## src/rtl/conv3x3_mac_seq.sv

```systemverilog
// Sequential 3x3 convolution MAC: one shared multiplier, nine taps over nine cycles, saturated fixed-point output.
// Optional build macro CONV_RELU_EN clamps negative results to zero after saturation.
module conv3x3_mac_seq #(
  parameter int DATA_WIDTH = 16,
  parameter int FRAC_BITS  = 8,
  parameter int ACC_WIDTH  = 40
) (
  input  logic                           clk,
  input  logic                           rst_n,
  input  logic                           in_valid,
  output logic                           in_ready,
  input  logic [9*DATA_WIDTH-1:0]        in_win,
  input  logic signed [DATA_WIDTH-1:0]   w0,
  input  logic signed [DATA_WIDTH-1:0]   w1,
  input  logic signed [DATA_WIDTH-1:0]   w2,
  input  logic signed [DATA_WIDTH-1:0]   w3,
  input  logic signed [DATA_WIDTH-1:0]   w4,
  input  logic signed [DATA_WIDTH-1:0]   w5,
  input  logic signed [DATA_WIDTH-1:0]   w6,
  input  logic signed [DATA_WIDTH-1:0]   w7,
  input  logic signed [DATA_WIDTH-1:0]   w8,
  input  logic signed [DATA_WIDTH-1:0]   bias,
  output logic                           out_valid,
  input  logic                           out_ready,
  output logic signed [DATA_WIDTH-1:0]   out_data,
  output logic                           out_sat
);

  typedef enum logic [1:0] {
    S_IDLE,
    S_ACC,
    S_FIN,
    S_OUT
  } state_t;

  localparam logic signed [ACC_WIDTH-1:0] SAT_MAX =
    {{(ACC_WIDTH-DATA_WIDTH+1){1'b0}}, {(DATA_WIDTH-1){1'b1}}};
  localparam logic signed [ACC_WIDTH-1:0] SAT_MIN =
    {{(ACC_WIDTH-DATA_WIDTH+1){1'b1}}, {(DATA_WIDTH-1){1'b0}}};

  state_t                        state_q, state_d;
  logic [3:0]                    idx_q, idx_d;
  logic signed [ACC_WIDTH-1:0]   acc_q, acc_d;
  logic signed [DATA_WIDTH-1:0]  pix_q [9];
  logic signed [DATA_WIDTH-1:0]  pix_d [9];
  logic signed [DATA_WIDTH-1:0]  wgt_q [9];
  logic signed [DATA_WIDTH-1:0]  wgt_d [9];
  logic signed [DATA_WIDTH-1:0]  out_data_q, out_data_d;
  logic                          out_sat_q, out_sat_d;
  logic signed [2*DATA_WIDTH-1:0] prod;
  logic [DATA_WIDTH:0]           sat_res;
  logic                          accept;

  function automatic logic signed [ACC_WIDTH-1:0] bias_to_acc(
    input logic signed [DATA_WIDTH-1:0] b
  );
    logic signed [ACC_WIDTH-1:0] ext;
    ext = {{(ACC_WIDTH-DATA_WIDTH){b[DATA_WIDTH-1]}}, b};
    return ext <<< FRAC_BITS;
  endfunction

  function automatic logic signed [ACC_WIDTH-1:0] prod_to_acc(
    input logic signed [2*DATA_WIDTH-1:0] p
  );
    return {{(ACC_WIDTH-2*DATA_WIDTH){p[2*DATA_WIDTH-1]}}, p};
  endfunction

  // Returns {sat_flag, result}; the shift floors toward -inf before clamping.
  function automatic logic [DATA_WIDTH:0] saturate(
    input logic signed [ACC_WIDTH-1:0] a
  );
    logic signed [ACC_WIDTH-1:0]  sh;
    logic signed [DATA_WIDTH-1:0] r;
    logic                         s;
    sh = a >>> FRAC_BITS;
    if (sh > SAT_MAX) begin
      r = {1'b0, {(DATA_WIDTH-1){1'b1}}};
      s = 1'b1;
    end else if (sh < SAT_MIN) begin
      r = {1'b1, {(DATA_WIDTH-1){1'b0}}};
      s = 1'b1;
    end else begin
      r = sh[DATA_WIDTH-1:0];
      s = 1'b0;
    end
`ifdef CONV_RELU_EN
    // A negative clamp to zero is rectification, not saturation.
    if (r[DATA_WIDTH-1]) begin
      r = '0;
      s = 1'b0;
    end
`endif
    return {s, r};
  endfunction

  assign in_ready  = (state_q == S_IDLE);
  assign out_valid = (state_q == S_OUT);
  assign out_data  = out_data_q;
  assign out_sat   = out_sat_q;
  assign accept    = in_valid & in_ready;
  assign prod      = pix_q[idx_q] * wgt_q[idx_q];
  assign sat_res   = saturate(acc_q);

  always_comb begin
    state_d    = state_q;
    idx_d      = idx_q;
    acc_d      = acc_q;
    pix_d      = pix_q;
    wgt_d      = wgt_q;
    out_data_d = out_data_q;
    out_sat_d  = out_sat_q;
    case (state_q)
      S_IDLE: begin
        if (accept) begin
          for (int i = 0; i < 9; i++) begin
            pix_d[i] = in_win[i*DATA_WIDTH +: DATA_WIDTH];
          end
          wgt_d[0] = w0;
          wgt_d[1] = w1;
          wgt_d[2] = w2;
          wgt_d[3] = w3;
          wgt_d[4] = w4;
          wgt_d[5] = w5;
          wgt_d[6] = w6;
          wgt_d[7] = w7;
          wgt_d[8] = w8;
          acc_d    = bias_to_acc(bias);
          idx_d    = 4'd0;
          state_d  = S_ACC;
        end
      end
      // One tap per cycle through the shared multiplier.
      S_ACC: begin
        acc_d = acc_q + prod_to_acc(prod);
        idx_d = idx_q + 4'd1;
        if (idx_q == 4'd8) begin
          state_d = S_FIN;
        end
      end
      S_FIN: begin
        out_sat_d  = sat_res[DATA_WIDTH];
        out_data_d = sat_res[DATA_WIDTH-1:0];
        state_d    = S_OUT;
      end
      S_OUT: begin
        if (out_ready) begin
          state_d = S_IDLE;
        end
      end
      default: state_d = S_IDLE;
    endcase
  end

  always_ff @(posedge clk or negedge rst_n) begin
    if (!rst_n) begin
      state_q    <= S_IDLE;
      idx_q      <= 4'd0;
      acc_q      <= '0;
      out_data_q <= '0;
      out_sat_q  <= 1'b0;
    end else begin
      state_q    <= state_d;
      idx_q      <= idx_d;
      acc_q      <= acc_d;
      out_data_q <= out_data_d;
      out_sat_q  <= out_sat_d;
    end
  end

  // Operand capture holds only data and is always written before use.
  always_ff @(posedge clk) begin
    pix_q <= pix_d;
    wgt_q <= wgt_d;
  end

endmodule

```

## config.mk

```make
export PLATFORM = sky130hd
export DESIGN_NAME = conv3x3_mac_seq
export DESIGN_NICKNAME = d
export VERILOG_FILES = /design/src/rtl/conv3x3_mac_seq.sv
export SDC_FILE = /design/constraint.sdc
export NUM_CORES = 1
export LEC_CHECK = 0
export ABC_AREA = 1
export ABC_CLOCK_PERIOD_IN_PS = 11800
export BUFFER_PORTS_ARGS = -buffer_cell sky130_fd_sc_hd__buf_4
export CORE_ASPECT_RATIO = 2
export CORE_UTILIZATION = 37
export CTS_CLUSTER_DIAMETER = 100
export DETAILED_ROUTE_END_ITERATION = 10
export PLACE_DENSITY = 0.54
export SYNTH_ARGS = -nofsm -noshare
export SYNTH_HDL_FRONTEND = slang
export SYNTH_SLANG_ARGS = --single-unit
```

## constraint.sdc

```tcl
create_clock -name clk -period 11.8 [get_ports clk]
set_input_delay 0.59 -clock clk [delete_from_list [all_inputs] [get_ports clk]]
set_output_delay 0.59 -clock clk [all_outputs]
set_load 0.01 [all_outputs]
```

==> results.py <==
metrics = {
    "cts": {
        "clk_latency_ns": 0.59,
        "ctsResizeCount": 0,
        "clockBufferDepth": 3,
        "cts_setup_buffers": 0,
        "h-tree-depth": 2,
        "cts-root-buf": "clkbuf_16",
        "cts_inserted_buffers": 35,
        "cts_tree": "done",
        "cts.sinks": 351,
        "clkTransAtPathRegs_ns": 0.08,
        "ctsHoldBuffers": 0,
    },
    "worst_setup_path": {
        "critPathLaunchType": "register",
        "cp.arrival_ns": 9.85,
        "required_ns": 12.27,
        "cp_common_cell": "fa_1",
        "slowest_stage": "dfrtp_4",
        "cp-end-kind": "register",
        "slowest_delay_ns": 0.80,
        "cp_max_fo": 82,
        "path_class": "register to register",
    },
    "die": {
        "die_w_microns": 194,
        "core-area_sq_mm": 0.0730,
        "dieArea_sq_mm": 0.0752,
        "io_pins": 327,
        "start_util_pct": 37.5,
        "die_y_microns": 387,
        "num_rows": 140,
    },
    "placement": {
        "hpwl_mm": 69.6,
        "preCtsSetupSlack_ns": 2.37,
        "gp_congestion": 0.993,
        "dp_cells": 4010,
        "io_buffers": 326,
    },
    "logic_synthesis": {
        "ys_ff_latch": 351,
        "yosysSeqAreaShare_pct": 37.3,
        "avgSynthCellArea_sq_um": 9.63,
        "synthFlopType": "edfxtp_1",
        "yosysWarningCount": 0,
        "synth_edf_count": 288,
        "synth_cells": 2843,
        "async_flop_share_pct": 17.9,
        "ys_types": 42,
        "syn_area_sq_mm": 0.0274,
        "syn-num-nets": 3602,
    },
    "layout": {
        "regArea_sq_mm": 0.0102,
        "syn_to_final_growth_pct": 15.4,
        "fill_cells": 6911,
        "fin_util_pct": 43.3,
        "multiInputGateArea_sq_mm": 0.0141,
        "drive_above_1_share_pct": 15.8,
        "layout.nets": 3883,
        "fin_cells": 4074,
    },
    "drt": {
        "ant_nets": 0,
        "drt_first_pass_iters": 6,
        "wl_per_cell_microns": 21.1,
        "routed_wl_mm": 86.0,
        "remaining_drc_errors": 0,
        "vias": 20300,
        "drtIter0Drc": 1001,
        "viasPerCell": 4.98,
    },
    "sta": {
        "period_share_pct": 79.4,
        "finalSetupTns_ns": 0,
        "finalHoldViolations": 0,
        "max_slew_margin_pct": 25.5,
        "period_needed_ns": 9.37,
        "max_clock_freq_mhz": 107,
        "skew_ns": 0.0222,
        "slew_viol_final": 0,
        "rsz0062_at_grt": "false",
        "fin_ws_ns": 2.43,
        "finalSetupViolCount": 0,
        "tightestPinTransition_ns": 1.11,
    },
    "global_route": {
        "grt_util_all_layers_pct": 23.3,
        "grt_pass1_wl_mm": 131,
        "antenna_found_initial": 2,
        "grt_max_degree": 142,
        "grt-ovfl-total": 0,
        "grt_pass1_vias": 22400,
    },
    "worst_hold_path": {
        "hp-class": "input pin to asynchronous set/reset pin",
    },
    "status": {
        "status": "finished, final reports clean",
    },
    "run": {
        "cap_violations": 0,
    },
}
-- final cells by class --
type	count	share of cell area [%]
Sequential cell	351	32.4
Timing Repair Buffer	343	8.14
Clock buffer	45	2.96
Inverter	648	7.73
Multi-Input combinational cell	1745	44.7
Tap cell	923	3.65
Antenna cell	2	0.0158
Clock inverter	17	0.491
-- sequential cells by signal, indices dropped and copies added (netlist names) --
signal	count
out_data	16
out_sat	1
acc_q	40
pix_q	144
wgt_q	144
idx_q	4
state_q	2
-- per-layer routing --
layer  vias to the layer above  GRT usage, %  share of wire, %
met5                         -             0                 0
met4                         0          12.8               5.7
met3                       204          4.63               5.8
met2                       691          44.4                54
met1                      9961          23.4                35
li1                       9443             -                 -
-- stage by stage --
stage               hold slack [ns]  area, sq um
global route                  0.156        31600
detailed placement            0.499        30500
CTS                           0.120        31600
global placement              0.495        30500
floorplan                     0.294        27400
finish                        0.104        31600
-- cells in the final DEF (no fill, tap or decap), types with 8 or more instances in the layout --
cell and n:
inv_1 589, nand2_1 540, buf_4 343, fa_1 330, edfxtp_1 288, nor2_1 237
o21ai_0 155, ha_1 121, nand3_1 85, dfrtp_1 60, inv_2 56, a21oi_1 55
o221ai_1 50, o21ai_1 40, clkbuf_16 36, nand2_2 32, o21bai_1 16, o211ai_1 12
nor3_1 11, o22ai_1 10, nand4_1 9, clkbuf_1 9, xnor2_1 8
-- cell families (layout without fill, tap and decap cells) --
family                   after synthesis  count (layout)  share of synthesized area (%)
XOR/XNOR                               8               8                          0.256
multiplexers                           1               1                         0.0411
adder cells (fa/ha/maj)              451             451                           29.7
AO/OA/AOI/OAI                        358             358                           7.89
other                                  0               2                              0
AND/OR/NAND/NOR                      927             927                           13.7
buffers and inverters                747            1053                           11.1
flip-flops                           351             351                           37.3
-- critical path, delay by kind of cell (launching register included) --
kind / cells / cell delay [ns]
flip-flops: 1 / 0.80
adder cells (fa/ha/maj): 7 / 3.71
AND/OR/NAND/NOR: 11 / 2.12
buffers and inverters: 7 / 1.99
AO/OA/AOI/OAI: 3 / 0.50
-- final timing paths --
kind / start / end / slack [ns] / cells after the start
min in group clk: w6[13] / wgt_q[45] / 0.18 / 1
setup / recovery: idx_q[0] / acc_q[36] / 2.43 / 28
max in group asynchronous: rst_n / acc_q[4] / 10.98 / 1
hold / removal: rst_n / acc_q[32] / 0.10 / 1
setup reg to reg: idx_q[0] / acc_q[36] / 2.43 / 28
hold reg to reg: out_data[15] / out_data[15] / 0.52 / 1
-- cells in the mapped netlist (4+ instances only) --
cell type | instances | share of area [%]
a21oi_1 | 55 | 1.0
a22o_1 | 7 | 0.22
buf_1 | 4 | 0.055
buf_2 | 19 | 0.35
buf_4 | 29 | 0.79
buf_6 | 13 | 0.53
clkbuf_1 | 30 | 0.41
dfrtp_1 | 63 | 5.8
edfxtp_1 | 288 | 32
fa_1 | 330 | 24
ha_1 | 121 | 5.5
inv_1 | 590 | 8.1
inv_2 | 57 | 0.78
nand2_1 | 540 | 7.4
nand2_2 | 32 | 0.73
nand3_1 | 85 | 1.6
nand3b_1 | 5 | 0.14
nand4_1 | 9 | 0.21
nor2_1 | 237 | 3.2
nor3_1 | 11 | 0.20
o211ai_1 | 12 | 0.33
o21a_1 | 4 | 0.11
o21ai_0 | 155 | 2.8
o21ai_1 | 40 | 0.73
o21bai_1 | 16 | 0.44
o221ai_1 | 50 | 1.6
o22ai_1 | 10 | 0.23
xnor2_1 | 8 | 0.26
Power is left out: the tool's default activity adds up to more than one toggle a clock period on the data nets, which glitch-free logic cannot reach.
